[config.mk]
export PLATFORM = sky130hd
export DESIGN_NAME = extbus_init_seq
export DESIGN_NICKNAME = d
export VERILOG_FILES = /design/src/rtl/extbus_init_seq.sv
export SDC_FILE = /design/constraint.sdc
export NUM_CORES = 1
export LEC_CHECK = 0
export ABC_AREA = 0
export CORE_MARGIN = 5
export CORE_UTILIZATION = 40
export CTS_CLUSTER_DIAMETER = 30
export DETAILED_ROUTE_END_ITERATION = 10
export GPL_ROUTABILITY_DRIVEN = 0
export HOLD_SLACK_MARGIN = 0.08
export PLACE_DENSITY = 0.78
export SLEW_MARGIN = 20
export SYNTH_ARGS = -nofsm -noshare
export SYNTH_HDL_FRONTEND = slang
export SYNTH_SLANG_ARGS = --single-unit
[constraint.sdc]
create_clock -name clk -period 2.7 [get_ports clk]
set_clock_uncertainty 0.2 [all_clocks]
set_input_delay 0.27 -clock clk [delete_from_list [all_inputs] [get_ports clk]]
set_output_delay 0.27 -clock clk [all_outputs]
set_load 0.01 [all_outputs]
[src/rtl/extbus_init_seq.sv]
// Table-driven register initialiser for the external bus.
// Walks a {last, addr, data} table and issues one timed chip-select/write
// cycle per entry, optionally reading each register back to check it.
// Ports:
//   clk, reset_n          clock, asynchronous active-low reset
//   start                 run request, sampled only in IDLE
//   busy, done            run in progress / one-cycle completion pulse
//   error, err_idx        sticky read-back mismatch and failing entry index
//   tbl_rd, tbl_idx       table read strobe and index
//   tbl_entry             {last, addr, data}, valid the cycle after tbl_rd
//   extbus_*              chip select, strobes, address, data out/oe, data in
module extbus_init_seq #(
  parameter int unsigned ADDR_W     = 5,
  parameter int unsigned DATA_W     = 8,
  parameter int unsigned DEPTH      = 32,
  parameter int unsigned IDX_W      = (DEPTH > 1) ? $clog2(DEPTH) : 1,
  parameter int unsigned SETUP_CYC  = 1,
  parameter int unsigned STROBE_CYC = 2,
  parameter int unsigned HOLD_CYC   = 1,
  parameter int unsigned VERIFY     = 0,
  parameter int unsigned AUTO_START = 1
) (
  input  logic                     clk,
  input  logic                     reset_n,
  input  logic                     start,
  output logic                     busy,
  output logic                     done,
  output logic                     error,
  output logic [IDX_W-1:0]         err_idx,
  output logic                     tbl_rd,
  output logic [IDX_W-1:0]         tbl_idx,
  input  logic [ADDR_W+DATA_W:0]   tbl_entry,
  output logic                     extbus_cs_n,
  output logic                     extbus_rd_n,
  output logic                     extbus_wr_n,
  output logic [ADDR_W-1:0]        extbus_a,
  output logic [DATA_W-1:0]        extbus_d_out,
  output logic                     extbus_d_oe,
  input  logic [DATA_W-1:0]        extbus_d_in
);

  localparam int unsigned MAX_SW  = (SETUP_CYC > STROBE_CYC) ? SETUP_CYC : STROBE_CYC;
  localparam int unsigned MAX_CYC = (MAX_SW > HOLD_CYC) ? MAX_SW : HOLD_CYC;
  localparam int unsigned CNT_W   = $clog2(MAX_CYC + 1);

  localparam logic [CNT_W-1:0] SETUP_LAST  = CNT_W'(SETUP_CYC - 1);
  localparam logic [CNT_W-1:0] STROBE_LAST = CNT_W'(STROBE_CYC - 1);
  localparam logic [CNT_W-1:0] HOLD_LAST   = CNT_W'(HOLD_CYC - 1);
  localparam logic [IDX_W-1:0] IDX_LAST    = IDX_W'(DEPTH - 1);

  typedef enum logic [3:0] {
    S_IDLE, S_FETCH, S_LOAD, S_SETUP, S_WSTROBE, S_WHOLD, S_RSTROBE, S_NEXT, S_DONE
  } state_e;

  state_e              state_q, state_d;
  logic [CNT_W-1:0]    cnt_q, cnt_d;
  logic [IDX_W-1:0]    idx_q, idx_d;
  logic                last_q, last_d;
  logic                auto_q, auto_d;
  logic                busy_q, busy_d;
  logic                done_q, done_d;
  logic                error_q, error_d;
  logic [IDX_W-1:0]    err_idx_q, err_idx_d;
  logic                tbl_rd_q, tbl_rd_d;
  logic [IDX_W-1:0]    tbl_idx_q, tbl_idx_d;
  logic                cs_n_q, cs_n_d;
  logic                rd_n_q, rd_n_d;
  logic                wr_n_q, wr_n_d;
  logic [ADDR_W-1:0]   a_q, a_d;
  logic [DATA_W-1:0]   d_out_q, d_out_d;
  logic                d_oe_q, d_oe_d;

  // Next state; bus outputs are decoded from the next state so that every
  // output register reflects the state it belongs to in the same cycle.
  always_comb begin
    state_d   = state_q;
    cnt_d     = cnt_q;
    idx_d     = idx_q;
    last_d    = last_q;
    auto_d    = auto_q;
    error_d   = error_q;
    err_idx_d = err_idx_q;
    a_d       = a_q;
    d_out_d   = d_out_q;
    tbl_idx_d = tbl_idx_q;

    case (state_q)
      S_IDLE: begin
        if (start || ((AUTO_START != 0) && auto_q)) begin
          auto_d  = 1'b0;
          error_d = 1'b0;
          idx_d   = '0;
          state_d = S_FETCH;
        end
      end
      S_FETCH: state_d = S_LOAD;
      S_LOAD: begin
        last_d  = tbl_entry[ADDR_W+DATA_W];
        a_d     = tbl_entry[ADDR_W+DATA_W-1:DATA_W];
        d_out_d = tbl_entry[DATA_W-1:0];
        cnt_d   = '0;
        state_d = S_SETUP;
      end
      S_SETUP: begin
        if (cnt_q == SETUP_LAST) begin
          cnt_d   = '0;
          state_d = S_WSTROBE;
        end else begin
          cnt_d = cnt_q + 1'b1;
        end
      end
      S_WSTROBE: begin
        if (cnt_q == STROBE_LAST) begin
          cnt_d   = '0;
          state_d = S_WHOLD;
        end else begin
          cnt_d = cnt_q + 1'b1;
        end
      end
      S_WHOLD: begin
        if (cnt_q == HOLD_LAST) begin
          cnt_d   = '0;
          state_d = (VERIFY != 0) ? S_RSTROBE : S_NEXT;
        end else begin
          cnt_d = cnt_q + 1'b1;
        end
      end
      S_RSTROBE: begin
        // Read data is sampled on the final strobe cycle only.
        if (cnt_q == STROBE_LAST) begin
          cnt_d = '0;
          if (extbus_d_in != d_out_q) begin
            error_d   = 1'b1;
            err_idx_d = idx_q;
            state_d   = S_DONE;
          end else begin
            state_d = S_NEXT;
          end
        end else begin
          cnt_d = cnt_q + 1'b1;
        end
      end
      S_NEXT: begin
        if (last_q || (idx_q == IDX_LAST)) begin
          state_d = S_DONE;
        end else begin
          idx_d   = idx_q + 1'b1;
          state_d = S_FETCH;
        end
      end
      S_DONE:  state_d = S_IDLE;
      default: state_d = S_IDLE;
    endcase

    tbl_rd_d = (state_d == S_FETCH);
    if (state_d == S_FETCH) tbl_idx_d = idx_d;
    cs_n_d = !((state_d == S_SETUP) || (state_d == S_WSTROBE) ||
               (state_d == S_WHOLD) || (state_d == S_RSTROBE));
    wr_n_d = (state_d != S_WSTROBE);
    rd_n_d = (state_d != S_RSTROBE);
    d_oe_d = (state_d == S_SETUP) || (state_d == S_WSTROBE) || (state_d == S_WHOLD);
    busy_d = (state_d != S_IDLE);
    done_d = (state_d == S_DONE);
  end

  // State and output registers.
  always_ff @(posedge clk or negedge reset_n) begin
    if (!reset_n) begin
      state_q   <= S_IDLE;
      cnt_q     <= '0;
      idx_q     <= '0;
      last_q    <= 1'b0;
      auto_q    <= 1'b1;
      busy_q    <= 1'b0;
      done_q    <= 1'b0;
      error_q   <= 1'b0;
      err_idx_q <= '0;
      tbl_rd_q  <= 1'b0;
      tbl_idx_q <= '0;
      cs_n_q    <= 1'b1;
      rd_n_q    <= 1'b1;
      wr_n_q    <= 1'b1;
      a_q       <= '0;
      d_out_q   <= '0;
      d_oe_q    <= 1'b0;
    end else begin
      state_q   <= state_d;
      cnt_q     <= cnt_d;
      idx_q     <= idx_d;
      last_q    <= last_d;
      auto_q    <= auto_d;
      busy_q    <= busy_d;
      done_q    <= done_d;
      error_q   <= error_d;
      err_idx_q <= err_idx_d;
      tbl_rd_q  <= tbl_rd_d;
      tbl_idx_q <= tbl_idx_d;
      cs_n_q    <= cs_n_d;
      rd_n_q    <= rd_n_d;
      wr_n_q    <= wr_n_d;
      a_q       <= a_d;
      d_out_q   <= d_out_d;
      d_oe_q    <= d_oe_d;
    end
  end

  assign busy         = busy_q;
  assign done         = done_q;
  assign error        = error_q;
  assign err_idx      = err_idx_q;
  assign tbl_rd       = tbl_rd_q;
  assign tbl_idx      = tbl_idx_q;
  assign extbus_cs_n  = cs_n_q;
  assign extbus_rd_n  = rd_n_q;
  assign extbus_wr_n  = wr_n_q;
  assign extbus_a     = a_q;
  assign extbus_d_out = d_out_q;
  assign extbus_d_oe  = d_oe_q;

endmodule

==> results.json <==
{
  "ys_seq_area_frac": 0.5212,
  "route.detailed.drc": 0,
  "peakVddDrop_v": 0.0005380,
  "fin_setup_tns_ns": 0,
  "setup_viol": 0,
  "holdCritPathClass": "reg -> reg",
  "post-route-min-period_ns": 2.312,
  "tightest_slew_ns": 0.9260,
  "area_growth_pct": 34.43,
  "placed_cells": 296,
  "die_w_um": 82.84,
  "syn-num-nets": 206,
  "synth_area_um2": 2122,
  "cts_max_level": 2,
  "design_area_um2": 2853,
  "r2r_start": "idx_q[0]$_DFF_PN0_",
  "clk_pin_slew_worst_paths_ns": 0.08,
  "final_antenna_net_count": 0,
  "fmax_mhz": 432.5,
  "path_class": "reg -> reg",
  "r2r-end": "tbl_idx[1]$_DFFE_PN0P_",
  "finish.utilization": 0.5550,
  "synth_warnings": 0,
  "crit_required_ns": 2.69,
  "clkLatencyLatePin_ns": 0.30,
  "dr_wl_met3_um": 202,
  "num_antenna_cells": 0,
  "fin_ws_ns": 0.3878,
  "layout-drive-gt1-share": 0.1872,
  "wl_per_cell_um": 13.79,
  "whs_ns": 0.2847,
  "finalPower_mw": 3.057,
  "cts-buffers-inserted": 5,
  "die_area_um2": 6862,
  "cp.arrival_ns": 2.31,
  "synthFlopType": "dfrtp_1",
  "cts_tree": "done",
  "core_area_um2": 5140,
  "fin_crit_sh": 0.8564,
  "portBuffers": 55,
  "synth_area_per_cell_um2": 12.13,
  "drv_cap": 0,
  "syn_inst": 175,
  "grt_max_degree": 45,
  "yosys.area.top_type": "dfrtp_1",
  "grt_pass1_vias": 1585,
  "clockBufferDepth": 2,
  "fp.dieH_um": 82.84,
  "wl_met2_um": 2174,
  "vias": 1513,
  "io_pins": 56,
  "p_per_area_nw_per_um2": 1071,
  "end_kind": "flip-flop",
  "critPathLaunchType": "flip-flop",
  "grt_pass1_wl_um": 7307,
  "ys_seq_elements": 44,
  "p_leak_nw": 1.202,
  "drt_iter0_drc": 71,
  "clockRootBuffer": "clkbuf_8",
  "slew_headroom": 0.3827,
  "num_rows": 26,
  "final_cells": 305,
  "status": "finished clean",
  "dpl_worst_slack_ns": 0.4159,
  "synth_top_area_share": 0.4717,
  "worstSetupEndpoint": "tbl_idx[1]$_DFFE_PN0P_",
  "synth.top_cells.by_area": "dfrtp_1 (47%), mux2_2 (7.4%), dfstp_2 (5.0%), ha_1 (3.5%), mux2_4 (3.5%)",
  "dpl.hpwl_um": 3128,
  "antenna_found_initial": 0,
  "hold_viol_final": 0,
  "worst-r2r-cell-count": 7,
  "critical_path_peak_fanout": 6,
  "rsz0062_at_grt": "false",
  "grt.overflow.total": 0,
  "final_max_slew_viol_count": 0,
  "reg2reg_slack_ns": 0.39,
  "clock_sinks": 44,
  "synth-edff-count": 0,
  "place_area_um2": 2735,
  "viasPerCell": 4.961,
  "grtUsageTotal": 0.1273,
  "yosys.cell_types.count": 43,
  "wl_met1_um": 1778,
  "startpoint": "idx_q[0]$_DFF_PN0_",
  "start_util": 0.4129,
  "totalWireLength_um": 4205,
  "fillers": 464,
  "highest_layer": "met4",
  "async_flop_share": 1.000,
  "first_pass_iters": 4,
  "fin_nets": 265
}
## repair_timing
item                      4_1_cts  5_1_grt
gates resized for setup         0        0
setup buffers                   0        0
hold buffers                    1        0
hold endpoints to repair       40        0
## logic make-up after synthesis
family                   after synthesis  share of synthesized area
adder cells (fa/ha/maj)                6                    0.03538
AND/OR/NAND/NOR                       48                     0.1403
XOR/XNOR                               8                    0.03302
flip-flops                            44                     0.5212
AO/OA/AOI/OAI                         38                     0.1315
buffers and inverters                 12                    0.02889
multiplexers                          19                     0.1097
## worst min-delay path by stage
stage	slack [ns]	cells after the start	to	start
after floorplan	-0.23	0	busy$_DFF_PN0_	reset_n
after global placement	0.27	1	extbus_d_out[4]$_DFFE_PN0P_	reset_n
after detailed placement	0.27	1	extbus_d_out[4]$_DFFE_PN0P_	reset_n
after CTS	0.29	1	auto_q$_DFFE_PN1P_	auto_q$_DFFE_PN1P_
after global routing	0.29	1	auto_q$_DFFE_PN1P_	auto_q$_DFFE_PN1P_
final	0.28	1	auto_q$_DFFE_PN1P_	auto_q$_DFFE_PN1P_
## area by class of cell
| type | count | area [um^2] | area share |
|---|---|---|---|
| inverters | 5 | 18.77 | 0.006579 |
| clock inverters | 2 | 35.03 | 0.01228 |
| flip-flops and latches | 44 | 1106 | 0.3877 |
| repair buffers | 59 | 578.1 | 0.2026 |
| clock buffers | 6 | 72.57 | 0.02544 |
| well taps | 70 | 87.58 | 0.03070 |
| multi-input cells | 119 | 954.7 | 0.3346 |
## placed cells by master (no fill, tap or decap), types with 2 or more instances in the layout
| cell | instances |
|---|---|
| buf_4 | 3 |
| inv_1 | 5 |
| clkdlybuf4s50_1 | 54 |
| o21bai_1 | 2 |
| o21ai_0 | 9 |
| nand2_1 | 14 |
| a21oi_1 | 6 |
| nor3_1 | 3 |
| mux2_4 | 5 |
| nor2b_1 | 5 |
| dfstp_2 | 4 |
| ha_1 | 6 |
| nor2_1 | 7 |
| a22o_1 | 4 |
| and3_1 | 3 |
| a31oi_1 | 2 |
| mux2_2 | 14 |
| dfrtp_1 | 40 |
| xor2_1 | 8 |
| nor4_4 | 3 |
| clkbuf_8 | 5 |
| nand3_1 | 6 |
## Yosys cell counts, drive strengths merged (2+ instances only)
master  number
dfrtp       40
mux2        19
nand2       14
o21ai        9
xor2         8
a21oi        7
buf          7
nor2         7
ha           6
nand3        6
inv          5
nor2b        5
nor3         5
a22o         4
dfstp        4
and3         3
nor4         3
a21o         2
a31oi        2
o21bai       2
## worst max-delay path, cell delays in order, from the launching register on
cell and delay [ns]:
dfrtp_1 0.44, ha_1 0.25, and3_1 0.19, ha_1 0.21
nor2_1 0.33, a32oi_1 0.21, buf_4 0.19, a22o_1 0.18
## where the power goes
group	leakage [nW]	switching [mW]	internal, mW
combinational	0.593	0.611	0.778
sequential	0.554	0.260	0.917
clock	0.0552	0.217	0.274
## registers in the layout (all words and copies together), names as in the netlist, 2 cells and up
register      cells
extbus_d_out      8
err_idx           5
extbus_a          5
idx_q             5
tbl_idx           5
state_q           4
cnt_q             2
## metal layers
metal  GRT usage  vias up
li1            -      748
met5           0        -
met2      0.2143       31
met4     0.04606        0
met1      0.1542      728
met3     0.03762        6
Note: power is estimated with default switching activity, not from simulation.
